--- src/rtl/threshold_alarm_monitor.sv ---
// Hysteresis alarm on a filtered sample stream with N-sample confirm,
// peak tracking and a saturating episode counter.
module threshold_alarm_monitor #(
  parameter int DATA_W = 16,
  parameter int CNT_W  = 4
) (
  input  logic              clk,
  input  logic              rst_n,
  input  logic              enable,
  input  logic [DATA_W-1:0] din,
  input  logic              din_valid,
  input  logic [DATA_W-1:0] thr_high,
  input  logic [DATA_W-1:0] thr_low,
  input  logic [CNT_W-1:0]  confirm_n,
  input  logic              clear,
  output logic              alarm,
  output logic              rise_pulse,
  output logic              fall_pulse,
  output logic [DATA_W-1:0] peak,
  output logic [7:0]        episode_cnt
);

  typedef enum logic [1:0] {
    LOW,
    ARM_HI,
    HIGH,
    ARM_LO
  } state_t;

  localparam logic [CNT_W:0] ONE = {{CNT_W{1'b0}}, 1'b1};

  state_t           state_q;
  state_t           state_d;
  logic [CNT_W-1:0] run_q;
  logic [CNT_W-1:0] run_d;
  logic [CNT_W:0]   eff_n;
  logic [CNT_W:0]   run_inc;
  logic             sample;
  logic             hi_hit;
  logic             lo_hit;
  logic             rise_d;
  logic             fall_d;

  assign sample  = enable & din_valid;
  assign hi_hit  = din >= thr_high;
  assign lo_hit  = din <= thr_low;
  // confirm_n of zero behaves as a single-sample confirm
  assign eff_n   = (confirm_n == '0) ? ONE : {1'b0, confirm_n};
  assign run_inc = {1'b0, run_q} + ONE;

  always_comb begin
    state_d = state_q;
    run_d   = run_q;
    rise_d  = 1'b0;
    fall_d  = 1'b0;
    if (clear) begin
      state_d = LOW;
      run_d   = '0;
    end else if (sample) begin
      unique case (state_q)
        LOW: begin
          if (hi_hit) begin
            if (eff_n == ONE) begin
              state_d = HIGH;
              rise_d  = 1'b1;
            end else begin
              state_d = ARM_HI;
              run_d   = ONE[CNT_W-1:0];
            end
          end
        end
        ARM_HI: begin
          if (!hi_hit) begin
            state_d = LOW;
            run_d   = '0;
          end else if (run_inc >= eff_n) begin
            state_d = HIGH;
            run_d   = '0;
            rise_d  = 1'b1;
          end else begin
            run_d = run_inc[CNT_W-1:0];
          end
        end
        HIGH: begin
          if (lo_hit) begin
            if (eff_n == ONE) begin
              state_d = LOW;
              fall_d  = 1'b1;
            end else begin
              state_d = ARM_LO;
              run_d   = ONE[CNT_W-1:0];
            end
          end
        end
        ARM_LO: begin
          if (!lo_hit) begin
            state_d = HIGH;
            run_d   = '0;
          end else if (run_inc >= eff_n) begin
            state_d = LOW;
            run_d   = '0;
            fall_d  = 1'b1;
          end else begin
            run_d = run_inc[CNT_W-1:0];
          end
        end
        default: begin
          state_d = LOW;
          run_d   = '0;
        end
      endcase
    end
  end

  always_ff @(posedge clk or negedge rst_n) begin
    if (!rst_n) begin
      state_q    <= LOW;
      run_q      <= '0;
      alarm      <= 1'b0;
      rise_pulse <= 1'b0;
      fall_pulse <= 1'b0;
    end else begin
      state_q    <= state_d;
      run_q      <= run_d;
      alarm      <= (state_d == HIGH) || (state_d == ARM_LO);
      rise_pulse <= rise_d;
      fall_pulse <= fall_d;
    end
  end

  always_ff @(posedge clk or negedge rst_n) begin
    if (!rst_n) begin
      peak        <= '0;
      episode_cnt <= '0;
    end else if (clear) begin
      peak        <= '0;
      episode_cnt <= '0;
    end else begin
      if (sample && (din > peak)) begin
        peak <= din;
      end
      if (rise_d && (episode_cnt != 8'hff)) begin
        episode_cnt <= episode_cnt + 8'd1;
      end
    end
  end

endmodule

--- config.mk ---
export PLATFORM = sky130hd
export DESIGN_NAME = threshold_alarm_monitor
export DESIGN_NICKNAME = d
export VERILOG_FILES = /design/src/rtl/threshold_alarm_monitor.sv
export SDC_FILE = /design/constraint.sdc
export NUM_CORES = 1
export LEC_CHECK = 0
export CAP_MARGIN = 25
export CORE_MARGIN = 3
export CORE_UTILIZATION = 35
export DETAILED_ROUTE_END_ITERATION = 8
export GPL_ROUTABILITY_DRIVEN = 0
export PLACE_DENSITY = 0.75
export SKIP_CTS_REPAIR_TIMING = 1
export SLEW_MARGIN = 20
export SYNTH_ARGS = -nofsm -noshare
export SYNTH_HDL_FRONTEND = slang
export SYNTH_SLANG_ARGS = --single-unit
--- constraint.sdc ---
create_clock -name clk -period 2.42 [get_ports clk]
set_clock_uncertainty 0.2 [all_clocks]
set_input_delay 0.484 -clock clk [delete_from_list [all_inputs] [get_ports clk]]
set_output_delay 0.484 -clock clk [all_outputs]
set_load 0.01 [all_outputs]
==> metrics.txt <==
first-pass GRT wire length 13,600 um; hpwl dp 6670 um; Max Cap Violations 0; DRC viols 0; Buf+Inv Stages, Crit Path 2; ANT nets after route 0; slowest stage cell on the critical path or4b_4; Synth Register Bits 33; H-tree Lvls 2; Placeable Area 0.00822 mm2; Mapped Area 0.00298 mm2; final WL 9540 um; Setup crit end kind flop; dpl ws -1.02 ns; Port Buffers 83; vias in the first global route 2,867; initial core utilization 36.2%; post-layout net count 584; critical path arrival 2.69 ns; endpoints failing setup 14; hold crit path type in2reg; maximum VDD drop 0.245 mV; initial antenna violation count 0; CTS tree built; post-synth cell types 44; Final period util 110%; clock sink total 33; IO Count 84; post-synth top area share 27.8%; critical path required time 2.45 ns; clk slew on worst S/H paths 0.08 ns; max_slew headroom 67.3%; Synth Instances 336; Clk Tree Root Cell clkbuf_8; Final min period 2.65 ns; post-synthesis sequential area ratio 27.8%; Yosys top cell by area dfrtp_1; Power Density 350 mW/mm2; DR pass1 iterations 4; Crit path max-delay family simple AND/OR/NAND/NOR gates; max-slew violations 0; synth-to-layout area growth 77.2%; WL/cell 16.5 um; gr ovfl total 0; RSZ-0062 raised after global routing yes; Leak 2.51 nW; Worst-Margin Slew 0.489 ns; final core occ 64.2%; largest net degree at the start of global routing 34; post-route setup slack -0.233 ns; Area contributors post-synth dfrtp_1 (28%), ha_1 (23%), inv_1 (6.6%); f_max 377 MHz; crit-path cells buf_8 -> ha_4 -> nand4_1 -> or4b_4 -> o211ai_4 -> nand4b_4 -> buf_6 -> or4_1 -> nand2_1; Synth async-reset ratio 100%; post-synth net total 447; Die Y 98.2 um; startpoint class of the critical path primary input; final number of hold-violating endpoints 0; Synth Warn # 0; die width 98.2 um; GR Util All Layers 17.1%; leading cell type in the layout, fill and taps excluded buf_4; Critical Path Fanout Max 8; most frequent cells in the layout buf_4 (43), clkdlybuf4s50_1 (35), dfrtp_1 (33), ha_4 (30), dlymetal6s2s_1 (28); clock latency on the worst-skew pair 0.29 ns; violated checks negative setup slack; Die ar. 0.00964 mm2; total CTS buffers 5; critical path class in2reg; vias per cell 5.17; Top FF cell, synth dfrtp_1; FP Rows 33; status finished with violations; Detailed Route Iter0 Violations 83; Max stage delay on crit path 0.59 ns; detailed-route via count 2,991; antenna cells 0; Post-Synthesis Mean Instance Area 8.86 um2; EDFF count, synth 0; clk buf depth 2; share of cells above drive strength 1 39.0%
[cells in the mapped netlist (all sizes together), types with 2 or more instances]
master   instances
ha              54
inv             52
dfrtp           33
nand2b          28
nand2           23
a21oi           17
mux2i           17
nand4           13
nor2            12
a21o             9
o211ai           8
o21ai            8
nand3            7
clkbuf           5
or4              5
a211oi           4
nor3             4
and3             3
buf              3
nor2b            3
o2bb2ai          3
o31ai            3
or2              3
nor4b            2
[cells by family (layout without fill, tap and decap cells)]
| group | count (synthesis) | count (layout) | synth area share, % |
|---|---|---|---|
| compound gates | 59 | 59 | 13.8 |
| xor+xnor | 2 | 2 | 0.589 |
| fa+ha+maj | 54 | 54 | 22.7 |
| buf+inv | 60 | 198 | 7.99 |
| flops | 33 | 33 | 27.8 |
| mux | 18 | 18 | 6.10 |
| simple gates | 110 | 110 | 21.1 |
[final timing paths]
check / slack [ns] / startpoint / endpoint / cells after the start
max: -0.23 / din[10] / episode_cnt[3] / 9
min: 0.30 / din[0] / peak[0] / 3
max reg2reg: -0.10 / run_q[0] / episode_cnt[3] / 9
min reg2reg: 0.37 / peak[12] / peak[12] / 2
max in group asynchronous: 1.29 / rst_n / peak[12] / 2
min in group asynchronous: 0.40 / rst_n / episode_cnt[3] / 2
[metrics by stage]
stage	instances	area (um2)	total power [mW]	hold WS, ns	TNS [ns]
floorplan	336	3090	0.815	-0.0116	-0.784
global placement	554	4310	1.06	0.344	-22.50
detailed placement	554	4310	1.07	0.357	-23.91
CTS	562	4440	1.71	0.369	-13.87
global route	579	5270	1.95	0.309	-3.38
finish	579	5270	1.84	0.299	-1.67
[state kept, by name (all words and copies together), names as in the netlist]
name         count
rise_pulse       1
run_q            4
episode_cnt      8
alarm            1
state_q          2
peak            16
fall_pulse       1
[where the power goes]
group | leakage [nW] | switching, mW | internal [mW] | total, mW
sequential | 0.456 | 0.0161 | 0.566 | 0.583
clock | 0.0681 | 0.221 | 0.409 | 0.631
combinational | 1.98 | 0.291 | 0.340 | 0.631
[worst min-delay path: stages]
cell	delay, ns
dlymetal6s2s_1	0.14
nand2_1	0.06
mux2i_1	0.06
[layout make-up]
| type | count | area [um2] |
|---|---|---|
| Fill cell | 616 | 2950 |
| Inverter | 52 | 218 |
| Tap cell | 105 | 131 |
| Timing Repair Buffer | 138 | 1370 |
| Multi-Input combinational cell | 243 | 2590 |
| Clock buffer | 5 | 68.8 |
| Clock inverter | 3 | 65.1 |
| Sequential cell | 33 | 826 |
[metal layers]
| layer | routed length, um | track usage, % |
|---|---|---|
| met4 | 242 | 4.52 |
| met1 | 3860 | 21.0 |
| met5 | 0 | 0 |
| met2 | 5030 | 30.6 |
| met3 | 412 | 3.57 |
(Power assumes the default switching activity.)
